===== config.mk =====
export PLATFORM = sky130hd
export DESIGN_NAME = stage_if_flat
export DESIGN_NICKNAME = d
export VERILOG_FILES = /design/src/rtl/stage_if_pkg.sv /design/src/rtl/stage_if_if.sv /design/src/rtl/stage_if.sv /design/src/flat_wrapper.sv
export SDC_FILE = /design/constraint.sdc
export NUM_CORES = 1
export LEC_CHECK = 0
export CAP_MARGIN = 15
export CORE_MARGIN = 8
export CORE_UTILIZATION = 50
export CTS_BUF_LIST = sky130_fd_sc_hd__clkbuf_4 sky130_fd_sc_hd__clkbuf_8
export DETAILED_ROUTE_END_ITERATION = 6
export MAX_ROUTING_LAYER = met4
export PLACE_DENSITY = 0.89
export RECOVER_POWER = 50
export SYNTH_ARGS = -nofsm -noshare
export SYNTH_HDL_FRONTEND = slang
export SYNTH_SLANG_ARGS = --single-unit
export TNS_END_PERCENT = 1

===== constraint.sdc =====
create_clock -name clk -period 3.6 [get_ports clk]
set_input_delay 0.36 -clock clk [delete_from_list [all_inputs] [get_ports clk]]
set_output_delay 0.36 -clock clk [all_outputs]
set_load 0.02 [all_outputs]

===== src/rtl/stage_if_pkg.sv =====
// Shared CPU fetch definitions: FSM encoding, boot/exception constants and an
// alignment helper used by the instruction-fetch stage.
package stage_if_pkg;

  typedef enum logic [1:0] {
    ST_IDLE = 2'd0,
    ST_RUN  = 2'd1,
    ST_HOLD = 2'd2,
    ST_DROP = 2'd3
  } fetch_state_e;

  localparam logic [31:0] RESET_PC_DEF = 32'hBFC0_0000;
  localparam logic [31:0] NOP_DEF      = 32'h0000_0000;
  localparam logic [31:0] EXC_VECTOR   = 32'hBFC0_0380;

  function automatic logic word_aligned(input logic [31:0] addr);
    return (addr[1:0] == 2'b00);
  endfunction

endpackage


===== src/rtl/stage_if_if.sv =====
// Single-outstanding-request instruction bus between the fetch stage (master)
// and the instruction memory (slave).
interface stage_if_if;
  logic [31:0] ibusAddr;
  logic        ibusReq;
  logic        ibusAck;
  logic [31:0] ibusData;

  modport master (output ibusAddr, output ibusReq, input ibusAck, input ibusData);
  modport slave  (input ibusAddr, input ibusReq, output ibusAck, output ibusData);
endinterface


===== src/rtl/stage_if.sv =====
// Instruction-fetch stage: owns the fetch PC, drives the instruction bus and
// presents each fetched word (or NOP) with its PC to decode.
module stage_if
  import stage_if_pkg::*;
#(
  parameter logic [31:0] RESET_PC = RESET_PC_DEF,
  parameter logic [31:0] NOP      = NOP_DEF
) (
  input  logic              clk,
  input  logic              rst_n,
  input  logic              stall,
  input  logic              redirect,
  input  logic [31:0]       redirectPC,
  input  logic [31:0]       nextPC,
  stage_if_if.master        ibus,
  output logic [31:0]       instOut,
  output logic [31:0]       PCOut,
  output logic              adel,
  output logic              fetchWait
);

  fetch_state_e state_q, state_d;
  logic [31:0]  pc_q, pc_d;
  logic [31:0]  buf_q, buf_d;
  logic [31:0]  drop_addr_q, drop_addr_d;
  logic         aligned;
  logic         word_ok;

  always_ff @(posedge clk or negedge rst_n) begin
    if (!rst_n) begin
      state_q     <= ST_IDLE;
      pc_q        <= RESET_PC;
      buf_q       <= 32'h0;
      drop_addr_q <= 32'h0;
    end else begin
      state_q     <= state_d;
      pc_q        <= pc_d;
      buf_q       <= buf_d;
      drop_addr_q <= drop_addr_d;
    end
  end

  always_comb begin
    state_d       = state_q;
    pc_d          = pc_q;
    buf_d         = buf_q;
    drop_addr_d   = drop_addr_q;
    ibus.ibusReq  = 1'b0;
    ibus.ibusAddr = pc_q;
    instOut       = NOP;
    PCOut         = pc_q;
    adel          = 1'b0;
    fetchWait     = 1'b0;
    aligned       = word_aligned(pc_q);
    word_ok       = 1'b0;

    unique case (state_q)
      ST_IDLE: begin
        fetchWait = 1'b1;
        state_d   = ST_RUN;
      end

      ST_RUN: begin
        // A misaligned PC never reaches the bus; it completes at once as an AdEL.
        ibus.ibusReq = aligned;
        adel         = ~aligned;
        word_ok      = ~aligned | ibus.ibusAck;
        fetchWait    = ~word_ok;
        // Data acked in a redirect cycle belongs to the flushed path.
        if (aligned && ibus.ibusAck && !redirect) instOut = ibus.ibusData;
        if (redirect) begin
          pc_d = redirectPC;
          if (!word_ok) begin
            drop_addr_d = pc_q;
            state_d     = ST_DROP;
          end
        end else if (word_ok) begin
          if (stall) begin
            buf_d   = aligned ? ibus.ibusData : NOP;
            state_d = ST_HOLD;
          end else begin
            pc_d = nextPC;
          end
        end
      end

      ST_HOLD: begin
        adel    = ~aligned;
        instOut = buf_q;
        if (redirect) begin
          pc_d    = redirectPC;
          buf_d   = NOP;
          state_d = ST_RUN;
        end else if (!stall) begin
          pc_d    = nextPC;
          state_d = ST_RUN;
        end
      end

      ST_DROP: begin
        // Keep the abandoned request stable until the bus completes it.
        ibus.ibusReq  = 1'b1;
        ibus.ibusAddr = drop_addr_q;
        fetchWait     = 1'b1;
        if (redirect) pc_d = redirectPC;
        if (ibus.ibusAck) state_d = ST_RUN;
      end

      default: state_d = ST_IDLE;
    endcase
  end

endmodule


===== src/flat_wrapper.sv =====
// flat-port wrapper written by rule: the top's interface ports become plain ports
module stage_if_flat import stage_if_pkg::*;
#(
  parameter logic [31:0] RESET_PC = RESET_PC_DEF,
  parameter logic [31:0] NOP      = NOP_DEF
)
  (clk, rst_n, stall, redirect, redirectPC, nextPC, instOut, PCOut, adel, fetchWait, ibus_ibusAddr, ibus_ibusReq, ibus_ibusAck, ibus_ibusData);
  stage_if_if ibus_i ();
  input  logic clk;
  input  logic rst_n;
  input  logic stall;
  input  logic redirect;
  input  logic [31:0] redirectPC;
  input  logic [31:0] nextPC;
  output logic [31:0] instOut;
  output logic [31:0] PCOut;
  output logic adel;
  output logic fetchWait;
  output wire logic [$bits(ibus_i.ibusAddr)-1:0] ibus_ibusAddr;
  output wire logic [$bits(ibus_i.ibusReq)-1:0] ibus_ibusReq;
  input wire logic [$bits(ibus_i.ibusAck)-1:0] ibus_ibusAck;
  input wire logic [$bits(ibus_i.ibusData)-1:0] ibus_ibusData;
  assign ibus_ibusAddr = ibus_i.ibusAddr;
  assign ibus_ibusReq = ibus_i.ibusReq;
  assign ibus_i.ibusAck = ibus_ibusAck;
  assign ibus_i.ibusData = ibus_ibusData;
  stage_if #(.RESET_PC(RESET_PC), .NOP(NOP)) u_core (.clk(clk), .rst_n(rst_n), .stall(stall), .redirect(redirect), .redirectPC(redirectPC), .nextPC(nextPC), .ibus(ibus_i), .instOut(instOut), .PCOut(PCOut), .adel(adel), .fetchWait(fetchWait));
endmodule

Yosys cells after proc, flatten, opt, wreduce, memory -nomap -nowiden --
Cells that the tools add are included.
Word-level totals: register bits after elaboration 98, input port bits 101, logic and storage cells 59
Cells by class: eq/ne operators 13, muxes and demuxes 26, bitwise operators 3, reduce and logical (&&, ||, !) cells 13
Operator list (count):
- $mux 32 | 12
- $pmux 32 s2 | 2
- $pmux 32 s3 | 1
- $mux 2 | 7
- $ne 2x2->1 const B | 5
- $reduce_and 5->1 | 2
- $ne 3x3->1 const B | 3
- $pmux 2 s4 | 1
- $reduce_and 3->1 | 2
- $eq 2x2->1 const B | 2
- $logic_not 2->1 | 2
- $pmux 1 s2 | 2
- $reduce_or 2->1 | 2
- $ne 3x2->1 const B | 1
- $reduce_bool 3->1 | 1
- $eq 2x1->1 const B | 1
- $logic_and 1x1->1 | 2
- $ne 2x1->1 const B | 1
- $not 1->1 | 2
- $reduce_bool 2->1 | 1
- $logic_not 1->1 | 1
- $mux 1 | 1
- $or 1x1->1 | 1

Depth between registers and ports, before layout --
Gate-level depths: netlist of run 1.
depth after elaboration 6, mapped depth 7, depth with buffers taken out 5

Worst setup path after synthesis of run 1 --
Ideal clock, no wire load.
kind reg-to-output, from register u_core.state_q[1], to output port instOut[10], arrival time 1.765 ns, required time 3.240 ns, slack 1.475 ns, cell stages (with the launch flop) 7, buffers on the path 1, cells stage by stage dfrtp_1 inv_1 ha_1 nor3b_4 clkbuf_1 a32oi_1 nor2b_1
Between the ends: cells in the longest elaborated chain, start to end 2
RTL lines:
- from (decl) | line stage_if.sv:22 | fetch_state_e state_q, state_d;
- from (signal assigned) | line stage_if.sv:36 | state_q <= state_d;
- $eq 2x2->1 / $eq 2x1->1 (equally long branches) | line stage_if.sv:57 | unique case (state_q)
- $pmux 32 s2 * | line stage_if.sv:57
- to (decl) | line flat_wrapper.sv:15 | output logic [31:0] instOut;
Mark *: on every way between the ends. The rest lies on a longest branch, timed or not.

Worst setup path in the final report of run 1 --
from register u_core.state_q[0], to output port ibus_ibusAddr[31]
Between the ends: cells in the longest elaborated chain, start to end 2
RTL lines:
- $eq 2x2->1 | line stage_if.sv:57
- $mux 32 | line stage_if.sv:57
- to (decl) | line flat_wrapper.sv:19 | output wire logic [$bits(ibus_i.ibusAddr)-1:0] ibus_ibusAddr;
No other way between the ends.

==> results of run 1 <==
## stage by stage
| step | hold WS [ns] | power (W) | instances | util | area (um^2) |
|---|---|---|---|---|---|
| 2_1_floorplan | 0.0644 | 0.00390 | 452 | - | 5370 |
| 3_3_place_gp | 0.463 | 0.00535 | 766 | 0.703 | 7480 |
| 3_5_place_dp | 0.468 | 0.00545 | 766 | 0.703 | 7480 |
| 4_1_cts | 0.133 | 0.00613 | 782 | 0.720 | 7660 |
| 5_1_grt | 0.518 | 0.00635 | 782 | 0.718 | 7650 |
| 6_report | 0.424 | 0.00599 | 782 | 0.718 | 7650 |
## layout make-up
| type | count | area, um^2 | area share |
|---|---|---|---|
| clock buffer | 12 | 153 | 0.0200 |
| clock inverter | 4 | 26.3 | 0.00343 |
| inverter | 35 | 131 | 0.0172 |
| multi-input combinational | 285 | 2660 | 0.347 |
| sequential | 98 | 2460 | 0.322 |
| tap | 140 | 175 | 0.0229 |
| timing repair buffer | 208 | 2040 | 0.267 |
## state kept, by name, indices dropped and copies added (netlist names)
signal,flops
u_core.drop_addr_q,32
u_core.buf_q,32
u_core.PCOut,32
u_core.state_q,2
## cells in the final DEF, fill, tap and decap left out, types with 4 or more instances in the layout
| cell | synthesis | routed |
|---|---|---|
| sky130_fd_sc_hd__clkbuf_8 | 0 | 10 |
| sky130_fd_sc_hd__dlygate4sd3_1 | 0 | 32 |
| sky130_fd_sc_hd__nor2b_1 | 35 | 34 |
| sky130_fd_sc_hd__mux2_2 | 94 | 94 |
| sky130_fd_sc_hd__inv_1 | 35 | 35 |
| sky130_fd_sc_hd__a32oi_1 | 32 | 32 |
| sky130_fd_sc_hd__buf_4 | 3 | 5 |
| sky130_fd_sc_hd__clkbuf_2 | 0 | 4 |
| sky130_fd_sc_hd__dfrtp_1 | 89 | 89 |
| sky130_fd_sc_hd__mux2_1 | 33 | 33 |
| sky130_fd_sc_hd__clkdlybuf4s50_1 | 0 | 166 |
| sky130_fd_sc_hd__mux2i_1 | 32 | 32 |
| sky130_fd_sc_hd__nand2_1 | 32 | 32 |
| sky130_fd_sc_hd__dfstp_2 | 9 | 9 |
## report_power, final
part | total [W] | internal, W | switching, W
registers | 0.00190 | 0.00157 | 0.000334
logic | 0.00343 | 0.00173 | 0.00170
clock network | 0.000662 | 0.000286 | 0.000376
total | 0.00599 | 0.00358 | 0.00241
## cells by family (layout without fill, tap and decap cells)
group	after synthesis	after routing	share of synthesized area
buffers and inverters	69	259	0.0533
adder cells (fa/ha/maj)	4	4	0.00932
AO/OA/AOI/OAI	41	41	0.0666
flip-flops	98	98	0.459
multiplexers	159	159	0.326
AND/OR/NAND/NOR	81	81	0.0862
## layer usage
metal | track usage | routed length, um
met1 | 0.225 | 5840
met2 | 0.341 | 7060
met3 | 0.0944 | 1520
met4 | 0.0422 | 118
met5 | - | 0
## worst paths after layout
check	from	to	slack, ns	depth (start not counted)
worst max-delay path	u_core.state_q[0]	ibus_ibusAddr[31]	0.63	3
worst min-delay path	rst_n	u_core.PCOut[30]	0.42	1
min in group clk	u_core.drop_addr_q[0]	u_core.drop_addr_q[0]	0.50	1
max in group asynchronous	rst_n	u_core.buf_q[2]	0.97	2
worst min register to register	u_core.drop_addr_q[0]	u_core.drop_addr_q[0]	0.50	1
worst max register to register	u_core.state_q[0]	u_core.buf_q[6]	0.64	7
==> results by stage, run 1 <==
Worst setup path:
- STA classifies the critical path startpoint as a flop.
- Walking the worst path, the cells encountered are ha_2 -> mux2_2 -> clkdlybuf4s50_1.
- STA classifies the critical path endpoint as an output pin.
- STA puts the critical path data required time at between 3 and 4 ns.
- The top fanout value on the critical path is 38.
- The largest individual stage delay along the critical path comes from the cell sky130_fd_sc_hd__ha_2.
- Together, buffers and inverters on the worst path number 1.
- The largest incremental delay on the critical path is 0.82 ns.
- Among cell families on the critical path, the largest total delay comes from adder cells.
- The worst setup path is of the reg2out kind.
- The critical path arrival is 2.61 ns.

Drt:
- The number of nets still failing antenna checks after routing is 0.
- The final route contains 4150 vias.
- Wires add up to roughly 15000 um.
- The remaining routing DRC violations is 0.
- The wire length per cell after detailed routing is about 19 um.
- The first detailed-routing pass took 4 iterations.
- After detailed routing, the number of vias per cell comes to between 5 and 6.
- The count of routing violations after the opening detailed-route iteration is 276.

STA:
- Setup violations remaining at the end of the flow were counted as 0.
- The achievable clock frequency is 0.337 GHz.
- The count of pins over their slew limit is 101.
- The smallest setup slack after layout is 0.631 ns.
- The hold violation total from the final report is 0.
- The final period utilization is 0.825.
- Setup repair after global routing left no endpoint under its margin.
- The relative slew slack is -0.130.
- The routed design could run at a clock period as short as 2.97 ns.
- The measured slew at the worst slew-check pin is 1.70 ns.
- The clock tree skew after final layout is 0.0108 ns.
- The final sum of negative setup slack is 0 ns.

Global route:
- The wire length of the first global-routing pass is 23200 um.
- The number of global-route vias before repair was 4585.
- Across every metal layer, demand over resource in global routing totals 0.206.
- The maximum number of pins on one net before global-route repair is 71.
- The initial antenna violation count is 0.
- After global routing the overflow that remains totals 0.

Power and ir drop:
- Across the VDD grid, the largest voltage drop is 0.523 mV.
- In this run the power density over the cells is 784 nW/um^2.
- For this design the static power due to leakage is 3.01 nW.

Cells and area:
- The final-layout fill cell count is 760.
- Of the cells placed in the final design, the portion with a size suffix greater than 1 is 0.217.
- The antenna diode instance count is 0.
- The net count reported at finish is 742.
- The area growth from synthesis to layout is 42.4%.

Logic synthesis:
- The number of flops mapped to enable cells by yosys is 0.
- The total of warnings raised by yosys is 0.
- Of all cell types, the one taking the most synthesized area is sky130_fd_sc_hd__dfrtp_1.
- Summing every instance area after synthesis gives 5370 um^2.
- By area the synthesized netlist is led by sky130_fd_sc_hd__dfrtp_1, sky130_fd_sc_hd__mux2_2, sky130_fd_sc_hd__mux2_1.
- The count of distinct cell types in the synthesized netlist is 34.
- The post-synthesis net count is 557.
- The most used flip-flop cell after synthesis is sky130_fd_sc_hd__dfrtp_1.
- After synthesis, the share of flip-flops with an asynchronous set or reset is 1.00.
- Sorting the synthesized cells by how often they occur yields sky130_fd_sc_hd__mux2_2, sky130_fd_sc_hd__dfrtp_1, sky130_fd_sc_hd__inv_1, sky130_fd_sc_hd__nor2b_1, sky130_fd_sc_hd__mux2_1.
- In the synthesized netlist, the number of instances is 452.
- The share of synthesized area in the top cell type comes to 0.415.
- The post-synthesis sequential element count is 98.
- The dominant cell by count in the synthesized netlist is sky130_fd_sc_hd__mux2_2.
- The average size of a mapped cell is 11.9 um^2.
- Of the synthesized area, sequential elements account for 0.459.

Run status:
- The final reports fail on capacitance limit, slew limit.
- The run finished, with violations left.

Placed design:
- The count of input and output buffers is 199.
- Prior to clock tree synthesis, the placed netlist has a worst setup slack of 0.817 ns.
- The weighted congestion at the end of routability-driven global placement is ~0.86.
- The HPWL after detailed placement is 10800 um.

Floorplan:
- Measured along the x axis, the die boundary spans 120 um.
- The initial cell density of the core is 0.504.
- The floorplan has 38 rows.
- The floorplan die area is ~14000 um^2.
- The core region is 10700 um^2.
- The floorplan step set the die height to 120 um.
- During I/O placement, the number of pins put on the boundary was 200.

Clock network:
- The number of sinks driven by the clock tree is 98.
- CTS built an H-tree with a depth of 3.
- The worst-case clock buffer depth is 2.
- The CTS tree is done.
- The clock-pin slew of the registers on the worst-case setup and hold paths is 0.09 ns.
- Clock tree synthesis inserted a total of 9 buffers.
- In this run, post-CTS repair resized a total of 0 instances.
- The post-CTS setup-driven buffer insertion count is 0.
- For the worst-skew pair, the clock arrives at the later sink with an insertion delay of 0.36 ns.
- In this run, post-CTS hold repair placed 0 buffers.
- The tree is rooted in a sky130_fd_sc_hd__clkbuf_8.

Run:
- The tool flagged a number of max-cap violations equal to 2.

Hold path:
- The type of the worst min-delay path is in2async.
No activity file was read; power rests on OpenSTA's default activity.
==> run 2, diff against run 1 <==
--- a/config.mk
+++ b/config.mk
@@ -7,11 +7,11 @@
 export LEC_CHECK = 0
 export CAP_MARGIN = 15
 export CORE_MARGIN = 8
-export CORE_UTILIZATION = 50
+export CORE_UTILIZATION = 42
 export CTS_BUF_LIST = sky130_fd_sc_hd__clkbuf_4 sky130_fd_sc_hd__clkbuf_8
 export DETAILED_ROUTE_END_ITERATION = 6
 export MAX_ROUTING_LAYER = met4
-export PLACE_DENSITY = 0.89
+export PLACE_DENSITY = 0.8
 export RECOVER_POWER = 50
 export SYNTH_ARGS = -nofsm -noshare
 export SYNTH_HDL_FRONTEND = slang
==> constraint.sdc (replaced) <==
create_clock -name clk -period 2.5 [get_ports clk]
set_input_delay 0.25 -clock clk [delete_from_list [all_inputs] [get_ports clk]]
set_output_delay 0.25 -clock clk [all_outputs]
set_load 0.02 [all_outputs]
==> run 2 against run 1 <==
The flow now finishes without violations. Non-clock buffer count up 13. Critical path depth grew 1. Clock power up 62%. Worst setup slack got worse by 0.61 ns. Via count grew 2.7%. Combinational power is 43% higher. Final cell count increased by 5.9%. Critical path type unchanged. Critical endpoint is now ibus_ibusAddr[3]. Largest cell class unchanged.
==> results by stage, run 2 (synthesis results as in run 1) <==
Drt:
- The number of vias in the routed layout is 4261.
- The number of iterations in the first detailed-routing pass is 4.
- The detail route stage leaves a number of antenna-violating nets equal to 0.
- Dividing the detail-routed wire length by the instance count gives approximately 19 um.
- In the routed layout, each cell is associated on average with a via count of approximately 5.
- The remaining routing DRC violations is 0.
- The count of routing violations after the opening detailed-route iteration is 147.
- The total wire length after detailed routing is 15400 um.

STA:
- Static timing analysis puts the maximum clock frequency at between 0.4 and 0.5 GHz.
- Setup repair after global routing could not meet its margin everywhere.
- The count of pins over their slew limit is 0.
- The worst pin sits at a relative slew slack of 0.243.
- The final critical delay including setup and external delays is 2.48 ns.
- The hold violation total from the final report was 0.
- For the pin with the worst max-slew slack, the measured transition is about 1.1 ns.
- The final period utilization is 0.991.
- The number of setup violations in the final report is 0.
- Setup slack on the critical path of the routed design comes to 0.0234 ns.
- The clock tree skew after final layout is 0.0138 ns.

Worst setup path:
- Walking the worst path, the cells encountered are ha_2 -> buf_12 -> mux2_2 -> clkdlybuf4s50_1.
- On the critical path, the stage with the largest delay is an instance of sky130_fd_sc_hd__clkdlybuf4s50_1.
- The critical path arrival is approximately 2.2 ns.
- The largest incremental delay on the critical path is about 0.54 ns.
- The critical path endpoint category is an output pin.
- The startpoint class of the critical path is a flop.
- The top fanout value on the critical path is 35.
- Data on the critical path is required at its endpoint by roughly 2.3 ns.
- The classification of the worst setup path is reg2out.

Global route:
- Entering global routing, the biggest net connects 54 pins.
- The number of global-route vias before repair is 4784.
- The first global-routing pass estimated 24800 um of wire.
- The initial antenna violation count is 1.
- The global-route usage over all layers is 0.195.
- The remaining global-route overflow is 0.

Clock network:
- The CTS tree is done.
- The cell sitting at the root of the clock tree is a sky130_fd_sc_hd__clkbuf_8.
- The post-CTS setup-driven buffer insertion count is 0.
- Counting along the longest clock path gives a buffer depth of 2.
- The insertion delay of the later-clocked pin in the worst-skew pair is 0.37 ns.
- The clock-pin slew of the registers on the worst-case setup and hold paths is 0.10 ns.
- Counting the buffers created by CTS gives 9.
- The H-tree was split into 3 levels.
- The clock drives 98 sinks.

Power and ir drop:
- The net switching power of the design is 0.00355 W.
- Of the total power, registers draw 0.312.
- Of the total power, the share spent switching nets is 0.410.
- The areal power density over the cells is approximately 1100 nW/um^2.
- The clock share of power is 0.123.
- The cell-internal power is 0.00511 W.
- Across the VDD grid, the largest voltage drop is about 0.87 mV.
- The fraction of power consumed by combinational cells is 0.565.
- The design draws between 0.008 and 0.009 W.
- The total leakage power is ~3.3 nW.

Floorplan:
- The I/O pin count is 200.
- The cell row count is 41.
- The initial cell density of the core is 0.427.
- From bottom edge to top edge, the die measures approximately 130 um.
- The floorplan die area is 16700 um^2.
- The area of the core is 12600 um^2.
- The die is 129 um wide.

Run status:
- The run finished with clean final reports.

Cells and area:
- The final non-filler cell total is between 800 and 900.
- After the last flow step, the layout net total stands at 755.
- Leaving out fill and tap cells, the most frequent cells in the layout are sky130_fd_sc_hd__clkdlybuf4s50_1, sky130_fd_sc_hd__mux2_2, sky130_fd_sc_hd__dfrtp_1, sky130_fd_sc_hd__dlygate4sd2_1, sky130_fd_sc_hd__inv_1.
- Of the cells placed in the final design, the portion with a size suffix greater than 1 is 0.232.
- The commonest non-fill, non-tap cell in the layout is sky130_fd_sc_hd__clkdlybuf4s50_1.
- The post-synthesis to final-layout area growth is 45.6%.

Placed design:
- The count of input and output buffers is between 150 and 200.
- Routability-driven placement finished with a final weighted congestion of 0.804.
- OpenSTA, run right after detailed placement, puts the worst setup slack at roughly 0.19 ns.
- Detailed placement ended at an HPWL of around 11000 um.
- Counting tap cells, the placed design contains a total of 810 instances.

Run:
- The max-capacitance violation count is 0.

Hold path:
- The path class of the tightest hold or removal check is in2reg.
==> run 2: cell count changes in the layout (fill, tap and decap cells not counted), moves of 2 or more <==
| cell | delta |
|---|---|
| sky130_fd_sc_hd__dlymetal6s2s_1 | +5 |
| sky130_fd_sc_hd__clkdlybuf4s15_1 | +6 |
| sky130_fd_sc_hd__buf_4 | +7 |
| sky130_fd_sc_hd__clkdlybuf4s50_1 | -64 |
| sky130_fd_sc_hd__buf_6 | +2 |
| sky130_fd_sc_hd__dlygate4sd2_1 | +52 |
| sky130_fd_sc_hd__buf_12 | +4 |
| sky130_fd_sc_hd__clkbuf_2 | -2 |
==> run 2: power by group through the flow <==
stage	logic, W	clock network (W)	registers (W)
finish	0.00490	0.00107	0.00270
global route	0.00525	0.00116	0.00279
CTS	0.00509	0.00110	0.00271
detailed placement	0.00533	0	0.00273
global placement	0.00523	0	0.00269
floorplan	0.00270	0	0.00292
==> run 2: worst paths after layout <==
path	start	to	slack, ns	depth (start not counted)
worst max-delay path	u_core.state_q[0]	ibus_ibusAddr[3]	0.02	4
worst min-delay path	ibus_ibusData[2]	u_core.buf_q[2]	0.46	3
worst max register to register	u_core.state_q[0]	u_core.buf_q[22]	0.16	7
worst min register to register	u_core.drop_addr_q[10]	u_core.drop_addr_q[10]	0.50	1
max in group asynchronous	rst_n	u_core.PCOut[1]	0.43	3
min in group asynchronous	rst_n	u_core.PCOut[30]	0.64	2
==> run 2: layout make-up <==
type	instances	area (um^2)
fill	1052	4750
multi-input combinational	285	2650
sequential	98	2460
timing repair buffer	221	2150
tap	172	215
clock buffer	11	145
inverter	35	131
clock inverter	5	60.1
antenna	1	2.50
==> run 2: what timing repair did <==
action,in CTS,in global routing
pin swaps,0,0
gates resized for setup,59,15
endpoints found under the setup margin,59,35
hold buffers,1,0
endpoints found under the hold margin,43,0
==> run 2: stage by stage <==
stage / instance area, um^2 / utilization / hold WS (ns) / TNS (ns)
after detailed placement: 7690 / 0.612 / 0.300 / 0
final: 7820 / 0.622 / 0.462 / 0
after CTS: 7830 / 0.623 / 0.447 / 0
after global routing: 7820 / 0.622 / 0.461 / -0.231
after global placement: 7690 / 0.612 / 0.300 / 0
after floorplan: 5370 / - / -0.0456 / 0
==> run 2: routing by layer <==
layer | part of all wire | global-route usage | wire length, um
met5 | 0 | - | 0
met4 | 0.010 | 0.0498 | 160
met3 | 0.10 | 0.0801 | 1540
met2 | 0.49 | 0.321 | 7520
met1 | 0.40 | 0.215 | 6140
==> run 2: critical path: cells and delay by family (launching register included) <==
kind / cells / cell delay (ns)
adders and majority gates: 1 / 0.29
muxes: 1 / 0.36
DFF: 1 / 0.43
buffers and inverters: 2 / 0.77
==> run 3, diff against run 2 <==
--- a/config.mk
+++ b/config.mk
@@ -13,6 +13,7 @@
 export MAX_ROUTING_LAYER = met4
 export PLACE_DENSITY = 0.8
 export RECOVER_POWER = 50
+export REMOVE_ABC_BUFFERS = 1
 export SYNTH_ARGS = -nofsm -noshare
 export SYNTH_HDL_FRONTEND = slang
 export SYNTH_SLANG_ARGS = --single-unit
==> run 3 against run 2 <==
Die area is the same. Critical path type unchanged. Combinational power up 4.1%. Largest power group unchanged. Register-to-register slack improved by 0.11 ns. Clock-buffer cell count shrank 1.
==> results by stage, run 3 (synthesis results as in run 1) <==
Drt:
- The number of vias per cell is 5.22.
- The detailed router finished its first iteration with 253 violations.
- The wire length per cell after detailed routing is approximately 19 um.
- After detailed routing, the number of remaining DRC violations is 0.
- The number of nets still failing antenna checks after routing is 0.
- The number of iterations in the first detailed-routing pass is 6.
- The routed layout has about 4300 vias.
- The total wire length after detailed routing is 15400 um.

Cells and area:
- The commonest non-fill, non-tap cell in the layout is sky130_fd_sc_hd__clkdlybuf4s50_1.
- The register area is 2460 um^2.
- Summing all non-filler instances in the final layout gives an area of 7810 um^2.
- The layout has 1033 filler cells.
- The multi-input combinational cells in the finished layout cover a total of about 2700 um^2.
- For this run, the share of the core covered by cells in the final layout is 0.621.
- After the last flow step, the layout net total stands at 754.
- The number of antenna diodes in the final layout is 0.
- In the final layout, the share of cells above drive strength 1 is 0.280.
- From synthesis to final layout, the design area changed by 45.4%.
- The top cell types in the final layout, fill and taps aside, are sky130_fd_sc_hd__clkdlybuf4s50_1, sky130_fd_sc_hd__mux2_2, sky130_fd_sc_hd__dfrtp_1, sky130_fd_sc_hd__inv_1, sky130_fd_sc_hd__nor2b_1.

STA:
- The worst-case hold slack is 0.469 ns.
- Setup repair after global routing could not meet its margin everywhere.
- The count of pins over their slew limit is 0.
- In this run the tightest slew margin relative to its limit is 0.389.
- In the finished design, the share of the clock period the worst path needs comes to 0.972.
- The clock tree skew after final layout is 0.00932 ns.
- The final critical delay including setup and external delays is 2.43 ns.
- For the pin with the worst max-slew slack, the measured transition is 0.916 ns.
- The hold violation total from the final report is 0.
- The achievable clock frequency is 0.412 GHz.
- Once routing completed, OpenROAD measured the worst setup slack at 0.0710 ns.
- Setup violations remaining at the end of the flow were counted as 0.

Global route:
- In the global route stage, overall resource usage came out at 0.192.
- The first global-routing pass estimated 24800 um of wire.
- The maximum number of pins on one net before global-route repair is 68.
- The number of global-route vias before repair is 4744.
- The remaining global-route overflow is 0.
- The initial antenna violation count is 0.

Worst setup path:
- The worst setup path is launched from a flop.
- Across all register-to-register paths, the minimum setup slack is 0.27 ns.
- The endpoint of the most critical setup path is instOut[23].
- The most critical setup path has its startpoint at u_core.state_q[1].
- The critical path arrival is about 2.2 ns.
- For this run, the slowest stage of the critical path takes between 0.4 and 0.5 ns.
- In this run the number of cells on the critical path is 7.
- The classification of the worst setup path is reg2out.
- The buffering stage count on the worst path with inverters included is 3.
- On the critical path the largest part of the delay comes from buffers and inverters.
- In this run the critical register-to-register path is launched from u_core.state_q[1].
- The worst setup path is captured at an output pin.
- The logic depth of the worst register-to-register path is 6.
- For the worst setup path, the data required time is 2.25 ns.
- The reg-to-reg critical path endpoint is u_core.drop_addr_q[29].
- The critical path's slowest cell is sky130_fd_sc_hd__dfrtp_1.
- The top fanout value on the critical path is 33.
- The critical path goes through inv_1 -> ha_1 -> nor3b_4 -> buf_12 -> a32oi_1 -> nor2b_1 -> clkdlybuf4s15_1.

Floorplan:
- From bottom edge to top edge, the die measures 129 um.
- For this configuration, the core starts out at a cell density of 0.427.
- The I/O pin count is 200.
- The cell row count is 41.
- The horizontal die dimension is 129 um.
- The floorplan die area is 16700 um^2.
- After floorplanning, the core was sized to cover approximately 13000 um^2.

Power and ir drop:
- Summed over all cells, the static leakage comes to 3.30 nW.
- The worst-case IR drop observed on VDD is 0.760 mV.
- Total power for the finished layout comes to 0.00894 W.
- The areal power density over the cells is ~1100 nW/um^2.

Clock network:
- The insertion delay of the later-clocked pin in the worst-skew pair is 0.36 ns.
- The number of clock buffers added by TritonCTS is 9.
- The H-tree was split into 3 levels.
- The clock root buffer master is sky130_fd_sc_hd__clkbuf_8.
- The clock-pin slew of the registers on the worst-case setup and hold paths is 0.10 ns.
- The tree built by TritonCTS fans out to 98 sinks.
- The worst-case clock buffer depth is 2.
- The CTS tree is done.

Placed design:
- Prior to clock tree synthesis, the placed netlist has a worst setup slack of roughly 0.17 ns.
- Port buffering added 199 buffers.
- In this run the cell area measured after placement is 7710 um^2.
- The wire-length estimate of the detail-placed layout is 11400 um.
- Routability-driven placement finished with a final weighted congestion of about 0.80.

Hold path:
- The path class of the tightest hold or removal check is in2reg.
- The startpoint identified for the worst hold timing path is ibus_ibusData[20].

Run:
- The max-capacitance violation count is 0.

Run status:
- The run finished with clean final reports.
[run 3: changes by cell type in the layout (fill, tap and decap cells not counted), moves of 3 or more]
cell	before	now
sky130_fd_sc_hd__dlygate4sd2_1	52	3
sky130_fd_sc_hd__clkbuf_2	2	33
sky130_fd_sc_hd__clkdlybuf4s50_1	102	117
sky130_fd_sc_hd__dlymetal6s2s_1	5	14
sky130_fd_sc_hd__clkdlybuf4s15_1	6	1
sky130_fd_sc_hd__buf_12	4	7
sky130_fd_sc_hd__clkinv_4	0	3
[run 3: metal layers]
metal	track usage	share of wire	vias to the layer above
met4	0.0408	0.011	0
met1	0.224	0.42	2104
met5	-	0	-
met2	0.304	0.46	202
met3	0.0789	0.10	11
li1	-	-	1997
[run 3: power by group]
part / internal [W] / switching, W
registers: 0.00226 / 0.000438
logic: 0.00256 / 0.00254
clock network: 0.000579 / 0.000557
[run 3: worst min-delay path by stage]
stage                                    to  slack, ns  cells after the start
after floorplan             u_core.PCOut[0]      -0.05                      0
after global placement     u_core.buf_q[18]       0.24                      1
after detailed placement   u_core.buf_q[18]       0.24                      1
after CTS                 u_core.state_q[1]       0.38                      2
after global routing       u_core.buf_q[24]       0.47                      3
final                      u_core.buf_q[20]       0.47                      3
[run 3: worst min-delay path: stages]
cell	delay [ns]
sky130_fd_sc_hd__clkdlybuf4s50_1	0.42
sky130_fd_sc_hd__nand2_1	0.06
sky130_fd_sc_hd__mux2i_1	0.06
[run 3: area by class of cell]
cell class	count	share of cell area
clock inverter	6	0.0117
tap	172	0.0276
timing repair buffer	220	0.270
sequential	98	0.316
inverter	35	0.0168
clock buffer	10	0.0168
multi-input combinational	285	0.342
[run 3: what timing repair did]
item / in CTS / in global routing
endpoints found under the setup margin: 60 / 57
pin swaps: 0 / 0
endpoints found under the hold margin: 29 / 0
setup buffers: 0 / 0
gates cloned: 0 / 0
resized for setup: 37 / 78
hold buffers: 1 / 0
[run 3: per-stage QoR]
stage	instances	TNS, ns
after floorplan	418	-82.87
after global placement	809	0
after detailed placement	809	0
after CTS	826	-0.0610
after global routing	826	-0.107
final	826	0
